### config.mk
export PLATFORM = sky130hd
export DESIGN_NAME = spi_sts_sync_param
export DESIGN_NICKNAME = d
export VERILOG_FILES = /design/src/rtl/spi_sts_sync_param.sv
export SDC_FILE = /design/constraint.sdc
export NUM_CORES = 1
export LEC_CHECK = 0
export ABC_CLOCK_PERIOD_IN_PS = 1950
export BUFFER_PORTS_ARGS = -buffer_cell sky130_fd_sc_hd__clkbuf_2
export CAP_MARGIN = 20
export CORE_MARGIN = 1.5
export CORE_UTILIZATION = 56
export CTS_CLUSTER_SIZE = 30
export DETAILED_ROUTE_END_ITERATION = 8
export PLACE_DENSITY_LB_ADDON = 0.08
export SLEW_MARGIN = 20
export SYNTH_ARGS = -nofsm -noshare
export SYNTH_HDL_FRONTEND = slang
export SYNTH_SLANG_ARGS = --single-unit
export TNS_END_PERCENT = 10
### constraint.sdc
create_clock -name clk -period 1.95 [get_ports clk]
set_input_delay 0.0975 -clock clk [delete_from_list [all_inputs] [get_ports clk]]
set_output_delay 0.0975 -clock clk [all_outputs]
set_load 0.01 [all_outputs]
### src/rtl/spi_sts_sync_param.sv
// rtl/spi_sts_sync_param.sv - multi-field status synchronizer with stability filter and change pulses
// Optional sticky/irq logic compiled only when SPI_STS_SYNC_STICKY_EN is defined.
module spi_sts_sync_param #(
   parameter int NUM_FIELDS   = 10,
   parameter int FIELD_WIDTH  = 8,
   parameter int SYNC_DEPTH   = 3,
   parameter int STABLE_COUNT = 2
) (
   input  logic                              clk,
   input  logic                              rst,
   input  logic [NUM_FIELDS*FIELD_WIDTH-1:0] sts_in,
   input  logic [NUM_FIELDS-1:0]             sts_clr,
   output logic [NUM_FIELDS*FIELD_WIDTH-1:0] sts_stable,
   output logic [NUM_FIELDS-1:0]             sts_chg,
   output logic [NUM_FIELDS*FIELD_WIDTH-1:0] sts_sticky,
   output logic                              sts_irq
);

   localparam logic [3:0] SC = 4'(STABLE_COUNT);

   logic [FIELD_WIDTH-1:0] sync_q [NUM_FIELDS][SYNC_DEPTH];
   logic [FIELD_WIDTH-1:0] s_q    [NUM_FIELDS];
   logic [3:0]             cnt    [NUM_FIELDS];

   logic [NUM_FIELDS*FIELD_WIDTH-1:0] stable_nxt;
   logic [NUM_FIELDS-1:0]             load;

   // A field is loaded from s_q once its saturating counter reaches STABLE_COUNT.
   always_comb begin
      stable_nxt = sts_stable;
      load       = '0;
      for (int f = 0; f < NUM_FIELDS; f++) begin
         load[f] = (cnt[f] == SC);
         if (load[f])
            stable_nxt[f*FIELD_WIDTH +: FIELD_WIDTH] = s_q[f];
      end
   end

   always_ff @(posedge clk) begin
      if (rst) begin
         for (int f = 0; f < NUM_FIELDS; f++) begin
            for (int d = 0; d < SYNC_DEPTH; d++)
               sync_q[f][d] <= '0;
            s_q[f] <= '0;
            cnt[f] <= '0;
         end
         sts_stable <= '0;
         sts_chg    <= '0;
      end else begin
         for (int f = 0; f < NUM_FIELDS; f++) begin
            sync_q[f][0] <= sts_in[f*FIELD_WIDTH +: FIELD_WIDTH];
            for (int d = 1; d < SYNC_DEPTH; d++)
               sync_q[f][d] <= sync_q[f][d-1];
            s_q[f] <= sync_q[f][SYNC_DEPTH-1];
            if (sync_q[f][SYNC_DEPTH-1] != s_q[f])
               cnt[f] <= '0;
            else if (cnt[f] < SC)
               cnt[f] <= cnt[f] + 4'd1;
            sts_chg[f] <= load[f] &&
                          (s_q[f] != sts_stable[f*FIELD_WIDTH +: FIELD_WIDTH]);
         end
         sts_stable <= stable_nxt;
      end
   end

`ifdef SPI_STS_SYNC_STICKY_EN
   logic [NUM_FIELDS*FIELD_WIDTH-1:0] sticky_nxt;

   // Clear drops old history but bits set by the incoming stable value survive.
   always_comb begin
      sticky_nxt = '0;
      for (int f = 0; f < NUM_FIELDS; f++) begin
         if (sts_clr[f])
            sticky_nxt[f*FIELD_WIDTH +: FIELD_WIDTH] =
               stable_nxt[f*FIELD_WIDTH +: FIELD_WIDTH];
         else
            sticky_nxt[f*FIELD_WIDTH +: FIELD_WIDTH] =
               sts_sticky[f*FIELD_WIDTH +: FIELD_WIDTH] |
               stable_nxt[f*FIELD_WIDTH +: FIELD_WIDTH];
      end
   end

   always_ff @(posedge clk) begin
      if (rst) begin
         sts_sticky <= '0;
         sts_irq    <= 1'b0;
      end else begin
         sts_sticky <= sticky_nxt;
         sts_irq    <= |sts_sticky;
      end
   end
`else
   logic unused_clr;
   assign unused_clr = ^sts_clr;
   assign sts_sticky = '0;
   assign sts_irq    = 1'b0;
`endif

endmodule
==> metrics.cfg <==
[outcome]
status=finished, final reports clean

[pwr]
ir_worst_vdd_mv=0.690
p_leak_nw=8.47
powerDensity_nw_per_um2=999

[sta]
skew_ps=21.8
relSlewSlack_pct=59.3
setup_viol=0
period_share_pct=94.5
period_needed_ps=1840
final.setup.tns_ps=0
rsz0062_at_grt=no
drv_slew=0
hold_viol_final=0
fmax_mhz=543
worstMarginPinSlew_ps=611

[synthesis]
synthArstFlopShare_pct=0
synth_compound_area_share_pct=0.312
synth_area_per_cell_sq_um=11.3
synthCells=1418
netlist_area_sq_um=16000
synth-simple-area-share_pct=20.2
synth_top_cell_by_area=dfxtp_1
synth_cell_types=25
synth_fa_ha_area_share_pct=1.56
synthTopCellsByArea=dfxtp_1 (51%), nor2b_1 (12%), edfxtp_1 (7.5%)
synth_top_area_share_pct=51.2
seq_area_frac_synth_pct=58.7
ys_ff_latch=450
synthMuxAreaShare_pct=4.99
yosysMostFrequentCell=dfxtp_1
synth_top_family_by_area=simple AND/OR/NAND/NOR gates
synth_common_cells=dfxtp_1 (410), nor2b_1 (320), xor2_1 (101)
synth_edf_count=40
ys.warnings.count=0
synth_flop_cell=dfxtp_1
synthXorXnorAreaFrac_pct=8.74

[floorplan]
io_pins=263
dieArea_sq_um=29700
die_w_um=172
rows=61
dieHeight_um=172
core_sq_um=28000
start_util_pct=57.3

[worst_setup_path]
r2r_slack_ps=110
worst-path-max-fanout=4
rr_worst_depth=3
cp-end-kind=flop
crit_type=flop to flop
worstPathRequired_ps=2200
start_kind=flop
endpoint=cnt[0][1]$_SDFFCE_PN0P_
reg2reg_from=s_q[0][7]$_SDFF_PP0_
rr_endpoint=cnt[0][1]$_SDFFCE_PN0P_
worst_ep_arrival_time_ps=2090
crit_start=s_q[0][7]$_SDFF_PP0_

[final_layout]
antennaDiodeCount=0
area_growth_pct=20.4
drive_gt1_share_pct=16.0
fin_cells=2106
final_nets=1803
filler_cell_count=2190

[clock_network]
clock_sinks=450
clockRootBuffer=clkbuf_16
clock_path_buffers=3
htreeDepth=2
clk-insertion-delay-late_ps=540
clk_pin_slew_ps=60
cts_inserted_buffers=45
post_cts_buffers=0
cts_tree=yes

[job]
max_cap_viol_count=0

[place]
post-place-cells=1940
dp_hpwl_um=16800
port-buffer-count=171
gp_congestion=0.721

[global_route]
groute.usage.overall_pct=17.5
grt_pass1_wl_um=42000
grt_max_degree=66
grt_overflow_total=0
antenna_found_initial=0
first_global_vias=8889

[route]
wl_per_cell_um=12.4
drt_pass1_iterations=5
drc_errors=0
initialDrtViolationCount=375
ant_nets=0
num_vias=9576
avgViaCountPerCell=4.55
wl_um=26100

[worst_hold_path]
hold_depth=3
hold_class=primary input to flop

## placed cells by master, fill, tap and decap left out, types with 2 or more instances in the layout
cell and n:
clkbuf_2 170, nor2b_1 320, clkinv_2 10, buf_4 20, dlygate4sd3_1 82, nand2_1 21
clkbuf_1 12, nor4_1 50, or4_4 7, clkbuf_8 8, conb_1 91, clkbuf_16 47
edfxtp_1 40, dfxtp_1 410, or4b_2 6, nor3_1 10, nand3_1 10, nand2b_1 23
xor2_1 101, nor3b_1 9, nand4_1 3, inv_1 10, clkinvlp_4 2, or4_1 10
inv_6 2, a21oi_1 10, mux2i_1 80, nor2_1 80, xnor2_1 59, ha_1 20
## power breakdown
| group | total (W) | internal, W | switching (W) |
|---|---|---|---|
| combinational | 0.00119 | 0.000575 | 0.000614 |
| clock | 0.00825 | 0.00488 | 0.00337 |
| sequential | 0.00986 | 0.00969 | 0.000165 |
## area by class of cell
| type | instances | area (sq um) | share of cell area (%) |
|---|---|---|---|
| Timing Repair Buffer | 273 | 1840 | 9.51 |
| Sequential cell | 450 | 9410 | 48.7 |
| Tap cell | 378 | 473 | 2.45 |
| Clock inverter | 17 | 125 | 0.648 |
| Multi-Input combinational cell | 911 | 6090 | 31.6 |
| Inverter | 10 | 37.5 | 0.194 |
| Clock buffer | 67 | 1330 | 6.90 |
## per-layer routing
layer	vias up	wire [um]	GRT usage, %
met2	209	12100	28.8
met1	4335	12200	22.9
met4	0	481	5.44
li1	4982	-	-
met5	-	0	0
met3	50	1310	3.85
## worst max-delay path: stages (launching register included)
cell and delay, ps:
dfxtp_1 340, xor2_1 170, or4_4 530, or4_1 520
## flip-flops by register name, summed over array words and instances (netlist names)
name	cells
cnt	40
s_q	80
sts_chg	10
sts_stable	80
sync_q	240
## timing repair
action | in CTS | in global routing
hold buffers | 82 | 0
endpoints found under the hold margin | 94 | 0
resized for setup | 0 | 0
## kinds of logic after synthesis
| logic type | after synthesis |
|---|---|
| xor+xnor | 160 |
| simple gates | 550 |
| fa+ha+maj | 20 |
| mux | 80 |
| compound gates | 10 |
| flops | 450 |
| buf+inv | 147 |
| other cells | 1 |
## worst min path at each step
stage,end,slack [ps],from
finish,sync_q[0][142]$_SDFF_PP0_,310,sts_in[46]
global route,sync_q[0][164]$_SDFF_PP0_,300,sts_in[52]
CTS,sync_q[0][191]$_SDFF_PP0_,290,sts_in[63]
detailed placement,sync_q[0][191]$_SDFF_PP0_,310,sts_in[63]
global placement,sync_q[0][166]$_SDFF_PP0_,300,sts_in[54]
floorplan,sync_q[0][112]$_SDFF_PP0_,230,sts_in[32]
## through the flow
step	utilization, %	area, sq um	power [W]	hold WS (ps)	worst slack, ps
final	68.9	19300	0.0193	307	108
after floorplan	-	16400	0.0109	226	199
after global routing	68.9	19300	0.0201	296	35.5
after global placement	60.8	17000	0.0111	304	159
after detailed placement	60.8	17000	0.0111	311	125
after CTS	68.9	19300	0.0195	289	107
Note: power is estimated with default switching activity, not from simulation.
